==> src/rtl/reset_sequencer.sv <==
// Power-on/reset sequencer: PLL reset hold, lock qualification, staged domain release.
// Optional WAIT_LOCK timeout with retry is enabled by defining RSTSEQ_LOCK_TIMEOUT_EN.
module reset_sequencer #(
  parameter int PWRUP_CYCLES        = 127,
  parameter int LOCK_STABLE_CYCLES  = 64,
  parameter int NUM_DOMAINS         = 3,
  parameter int STAGE_GAP_CYCLES    = 16,
  parameter int LOCK_TIMEOUT_CYCLES = 65536
) (
  input  logic                   EXT_CLK_50MHz,
  input  logic                   BTN_RESET_n,
  input  logic                   pll_locked,
  input  logic                   sw_reset_req,
  output logic                   pll_areset,
  output logic [NUM_DOMAINS-1:0] domain_reset_n,
  output logic                   sys_ready,
  output logic [7:0]             lock_loss_count,
  output logic [2:0]             seq_state
);

  typedef enum logic [2:0] {
    POR_HOLD  = 3'd0,
    WAIT_LOCK = 3'd1,
    RELEASE   = 3'd2,
`ifdef RSTSEQ_LOCK_TIMEOUT_EN
    RUN       = 3'd3,
    TIMEOUT   = 3'd4
`else
    RUN       = 3'd3
`endif
  } state_t;

  localparam int STG_W = (NUM_DOMAINS > 1) ? $clog2(NUM_DOMAINS) : 1;

  localparam logic [31:0]      PWR_LAST = 32'(PWRUP_CYCLES - 1);
  localparam logic [31:0]      STB_LAST = 32'(LOCK_STABLE_CYCLES - 1);
  localparam logic [31:0]      GAP_LAST = 32'(STAGE_GAP_CYCLES - 1);
  localparam logic [STG_W-1:0] STG_LAST = STG_W'(NUM_DOMAINS - 1);
`ifdef RSTSEQ_LOCK_TIMEOUT_EN
  localparam logic [31:0]      TO_LAST  = 32'(LOCK_TIMEOUT_CYCLES - 1);
`endif

  if (PWRUP_CYCLES < 1 || LOCK_STABLE_CYCLES < 1 || NUM_DOMAINS < 1 || NUM_DOMAINS > 8 ||
      STAGE_GAP_CYCLES < 1 || LOCK_TIMEOUT_CYCLES < 1) begin : g_bad_params
    $error("reset_sequencer: parameter out of range");
  end

  state_t                 state_q, state_d;
  logic [31:0]            cnt_q, cnt_d;
  logic [STG_W-1:0]       stage_q, stage_d;
  logic [NUM_DOMAINS-1:0] dom_q, dom_d;
  logic                   rdy_q, rdy_d;
  logic                   pll_rst_q, pll_rst_d;
  logic [7:0]             llc_q, llc_d;
  logic                   lock_p0, lock_p1;
  logic                   lock_s;
`ifdef RSTSEQ_LOCK_TIMEOUT_EN
  logic [31:0]            to_cnt_q, to_cnt_d;
`endif

  function automatic logic [7:0] sat_inc(input logic [7:0] v);
    return (v == 8'hFF) ? v : v + 8'd1;
  endfunction

  // Stage p0/p1: two-flop synchroniser for the asynchronous lock input
  always_ff @(posedge EXT_CLK_50MHz or negedge BTN_RESET_n) begin
    if (!BTN_RESET_n) begin
      lock_p0 <= 1'b0;
      lock_p1 <= 1'b0;
    end else begin
      lock_p0 <= pll_locked;
      lock_p1 <= lock_p0;
    end
  end

  assign lock_s = lock_p1;

  always_comb begin
    state_d   = state_q;
    cnt_d     = cnt_q;
    stage_d   = stage_q;
    dom_d     = dom_q;
    rdy_d     = rdy_q;
    pll_rst_d = pll_rst_q;
    llc_d     = llc_q;
`ifdef RSTSEQ_LOCK_TIMEOUT_EN
    to_cnt_d  = to_cnt_q;
`endif
    case (state_q)
      POR_HOLD: begin
        pll_rst_d = 1'b1;
        dom_d     = '0;
        rdy_d     = 1'b0;
        if (cnt_q == PWR_LAST) begin
          state_d   = WAIT_LOCK;
          cnt_d     = '0;
          pll_rst_d = 1'b0;
`ifdef RSTSEQ_LOCK_TIMEOUT_EN
          to_cnt_d  = '0;
`endif
        end else begin
          cnt_d = cnt_q + 32'd1;
        end
      end

      WAIT_LOCK: begin
        if (lock_s) begin
          if (cnt_q == STB_LAST) begin
            state_d = RELEASE;
            cnt_d   = '0;
            stage_d = '0;
          end else begin
            cnt_d = cnt_q + 32'd1;
          end
        end else begin
          cnt_d = '0;
        end
`ifdef RSTSEQ_LOCK_TIMEOUT_EN
        // A stability pass on the same edge as the timeout takes precedence.
        if (!(lock_s && cnt_q == STB_LAST)) begin
          if (to_cnt_q == TO_LAST) begin
            state_d   = TIMEOUT;
            cnt_d     = '0;
            pll_rst_d = 1'b1;
          end else begin
            to_cnt_d = to_cnt_q + 32'd1;
          end
        end
`endif
      end

      RELEASE: begin
        if (!lock_s) begin
          state_d   = POR_HOLD;
          cnt_d     = '0;
          dom_d     = '0;
          rdy_d     = 1'b0;
          pll_rst_d = 1'b1;
          llc_d     = sat_inc(llc_q);
        end else if (cnt_q == GAP_LAST) begin
          cnt_d = '0;
          for (int i = 0; i < NUM_DOMAINS; i++) begin
            if (stage_q == STG_W'(i)) dom_d[i] = 1'b1;
          end
          if (stage_q == STG_LAST) begin
            state_d = RUN;
            rdy_d   = 1'b1;
          end else begin
            stage_d = stage_q + 1'b1;
          end
        end else begin
          cnt_d = cnt_q + 32'd1;
        end
      end

      RUN: begin
        if (!lock_s) begin
          state_d   = POR_HOLD;
          cnt_d     = '0;
          dom_d     = '0;
          rdy_d     = 1'b0;
          pll_rst_d = 1'b1;
          llc_d     = sat_inc(llc_q);
        end else if (sw_reset_req) begin
          state_d = RELEASE;
          cnt_d   = '0;
          stage_d = '0;
          dom_d   = '0;
          rdy_d   = 1'b0;
        end
      end

`ifdef RSTSEQ_LOCK_TIMEOUT_EN
      TIMEOUT: begin
        state_d   = POR_HOLD;
        cnt_d     = '0;
        pll_rst_d = 1'b1;
      end
`endif

      default: begin
        state_d   = POR_HOLD;
        cnt_d     = '0;
        dom_d     = '0;
        rdy_d     = 1'b0;
        pll_rst_d = 1'b1;
      end
    endcase
  end

  // Stage p2: registered sequencer state and outputs
  always_ff @(posedge EXT_CLK_50MHz or negedge BTN_RESET_n) begin
    if (!BTN_RESET_n) begin
      state_q   <= POR_HOLD;
      cnt_q     <= '0;
      stage_q   <= '0;
      dom_q     <= '0;
      rdy_q     <= 1'b0;
      pll_rst_q <= 1'b1;
      llc_q     <= '0;
`ifdef RSTSEQ_LOCK_TIMEOUT_EN
      to_cnt_q  <= '0;
`endif
    end else begin
      state_q   <= state_d;
      cnt_q     <= cnt_d;
      stage_q   <= stage_d;
      dom_q     <= dom_d;
      rdy_q     <= rdy_d;
      pll_rst_q <= pll_rst_d;
      llc_q     <= llc_d;
`ifdef RSTSEQ_LOCK_TIMEOUT_EN
      to_cnt_q  <= to_cnt_d;
`endif
    end
  end

  assign pll_areset      = pll_rst_q;
  assign domain_reset_n  = dom_q;
  assign sys_ready       = rdy_q;
  assign lock_loss_count = llc_q;
  assign seq_state       = state_q;

endmodule
==> config.mk <==
export PLATFORM = sky130hd
export DESIGN_NAME = reset_sequencer
export DESIGN_NICKNAME = d
export VERILOG_FILES = /design/src/rtl/reset_sequencer.sv
export SDC_FILE = /design/constraint.sdc
export NUM_CORES = 1
export LEC_CHECK = 0
export ABC_AREA = 1
export CORE_MARGIN = 4
export CORE_UTILIZATION = 40
export DETAILED_ROUTE_END_ITERATION = 10
export PLACE_DENSITY = 0.63
export SLEW_MARGIN = 20
export SYNTH_ARGS = -nofsm -noshare
export SYNTH_HDL_FRONTEND = slang
export SYNTH_SLANG_ARGS = --single-unit
==> constraint.sdc <==
create_clock -name EXT_CLK_50MHz -period 5 [get_ports EXT_CLK_50MHz]
set_input_delay 0.5 -clock EXT_CLK_50MHz [delete_from_list [all_inputs] [get_ports EXT_CLK_50MHz]]
set_output_delay 0.5 -clock EXT_CLK_50MHz [all_outputs]
set_load 0.03 [all_outputs]
==> metrics.txt <==
outcome=completed; utilization after layout=45.8%; Inst Count DP=between 600 and 700; vias in the first global route=3071; die extent in x=around 100 um; via count=roughly 3300; Tightest Pin Transition=815 ps; Post-CTS Hold Buffers=0; Lkg Pwr=around 1.8 nW; Compound-Gate Fraction of Synth Area=approximately 6.4%; cell family with most CP delay=flip-flops; DRT iter0 DRCs=144; clk slew on worst S/H paths=approximately 110 ps; GPL Wtd Cong=approximately 0.9; cells along the critical path=inv_1, nor2_1, nand2_1, inv_2, nor2_1, nand3_1, a21oi_1; arrival time worst endpoint=2360 ps; CTS tree=done; Starting Density=41.7%; FF-to-FF path depth=7; CP max stage delay=890 ps; number of buffers added on ports=18; Fin Setup TNS=0 ps; GRT Resource Usage Total=about 17%; slew margin rel.=45.7%; Skew-Pair Late Insertion Delay=310 ps; RSZ-0062 raised after global routing=no; nets=561; Boundary Pins=20; Hold Slack=between 200 and 300 ps; Power Dens Cells=175 nW/um^2; crit path launch type=flip-flop; CP most frequent cell=nor2_1; most frequent cells in the layout=nand2_1 (204), nor2_1 (93), dfrtp_1 (49), inv_1 (46), nand3_1 (46); CORE AREA=8340 um^2; register area share after synthesis=36.0%; row cnt=33; Setup crit start=lock_p1$_DFF_PN0_; Buf/Inv on CP=2; final worst path period need=roughly 2200 ps; CP max stage cell=dfrtp_1; critical path class=reg2reg; Pre-antenna DRT Iters=4; max_cap viols=0; top post-synthesis cells by area=dfrtp_1 (35%), nand2_1 (22%), nor2_1 (10%); Netlist Area Pre-Place=3480 um^2; Max Clk Rate=462 MHz; post-synthesis xor/xnor area fraction=3.02%; Clock Skews=17.3 ps; Die Ht=101 um; Synth top area share=between 30% and 40%; final hold violations=0; synth unique cells=32; part of the cycle the worst path needs=a little over two fifths; Root Buffer=clkbuf_8; worst r2r src=lock_p1$_DFF_PN0_; Yosys reg bits=50; die footprint=10300 um^2; Sink Count=50; mux share of post-synthesis cell area=0.324%; Setup Buffers After CTS=0; non-filler instance count after layout=657; remaining antenna violation count after routing=0; area grow syn2layout=9.71%; post-synthesis adder-cell area fraction=roughly 2.2%; post-CTS sizing=0; vias per std cell=between 5 and 6; antenna diode count=0; Final Total Pwr=about 0.00067 W; final setup fails=0; Post-Syn Instances=538; largest net degree at the start of global routing=between 50 and 60; net count after synthesis=roughly 550; Max VDD drop=between 0.09 and 0.1 mV; area leader, netlist=dfrtp_1; simple logic cell fraction of the synthesized area=44.5%; Synth Warn #=0; final slew viol count=0; wirelength, routed=8500 um; largest family of logic cells by synthesized area=simple AND/OR/NAND/NOR gates; initial antenna violation count=0; register-to-register setup slack=2830 ps; CTS H-tree depth=2; Syn Area/Cell=6.47 um^2; class of the worst hold path=in2async; commonest non-fill, non-tap cell in the layout=nand2_1; first-pass GRT wire length=14400 um; CP Capture Type=flip-flop; CTS Buf Count=5; gr ovfl total=0; Worst EP required=5200 ps; clock buffer depth=2; crit path max fanout=31; hpwl dp=6230 um; Wirelength per Cell=~13 um; Worst R2R End=domain_reset_n[1]$_DFFE_PN0P_; DRC Markers=0; layout cells sized above 1=5.62%
cells by family (layout without fill, tap and decap cells):
kind of cell,count (synthesis),in the layout
other cells,1,1
simple gates,371,371
fa+ha+maj,6,6
flops,50,50
compound gates,33,33
mux,1,1
xor+xnor,12,12
buf+inv,64,78
per-stage QoR:
stage | worst slack [ps] | area (um^2)
floorplan | 3320 | 3480
global route | 2630 | 3820
CTS | 2850 | 3810
detailed placement | 2830 | 3720
finish | 2830 | 3820
global placement | 2890 | 3720
registers in the layout (all words and copies together) (netlist names):
signal and flops:
seq_state 2, lock_p0 1, lock_loss_count 8, domain_reset_n 3
stage_q 2, lock_p1 1, pll_areset 1, cnt_q 32
how the worst max path moves through the flow:
stage	to	slack (ps)	depth (start not counted)
4_1_cts	domain_reset_n[1]$_DFFE_PN0P_	2850	7
3_3_place_gp	domain_reset_n[1]$_DFFE_PN0P_	2890	7
2_1_floorplan	cnt_q[3]$_DFFE_PN0N_	3320	10
3_5_place_dp	domain_reset_n[1]$_DFFE_PN0P_	2830	7
6_report	domain_reset_n[1]$_DFFE_PN0P_	2830	7
5_1_grt	domain_reset_n[1]$_DFFE_PN0P_	2630	7
where the power goes:
group / leakage, nW / internal (W) / switching [W] / total (W)
logic: 1.03 / 0.00000241 / 0.00000939 / 0.0000118
registers: 0.681 / 0.000405 / 0.00000318 / 0.000408
clock network: 0.0441 / 0.0000989 / 0.000151 / 0.000250
total: 1.76 / 0.000506 / 0.000163 / 0.000670
metal layers:
layer	vias to the layer above	track usage (%)	part of all wire, %
met5	-	0	0
met4	0	3.58	0.49
met3	4	2.82	2.4
met2	33	28.3	46
met1	1528	24.1	52
li1	1721	-	-
worst register-to-register path: cells and delay by family (launching register included):
kind	cells	cell delay, ps
AO/OA/AOI/OAI	1	70
buffers and inverters	2	560
flip-flops	1	890
AND/OR/NAND/NOR	4	540
final cells by class:
type	count	area, um^2
tap	105	131
fill	884	4520
inverter	51	191
clock inverter	3	21.3
multi-input combinational	424	1970
clock buffer	5	68.8
sequential	50	1250
timing repair buffer	19	183
synthesized netlist by cell type:
cell type	n
nand2_1	204
nor2_1	94
dfrtp_1	49
inv_1	46
nand3_1	46
o211ai_1	13
nand4_1	9
clkbuf_1	8
xor2_1	7
a21oi_1	6
ha_1	6
nor2_2	6
inv_2	5
o21ai_0	5
xnor2_1	5
o2111ai_1	4
o21bai_1	4
buf_4	3
nor2_4	3
nor3_1	3
and2_1	1
buf_2	1
buf_6	1
conb_1	1
dfstp_2	1
mux2_2	1
nand2_2	1
nand2_4	1
nand3_4	1
nand3b_1	1
o22ai_1	1
or2_2	1
Power figures use the tool's default switching activity.
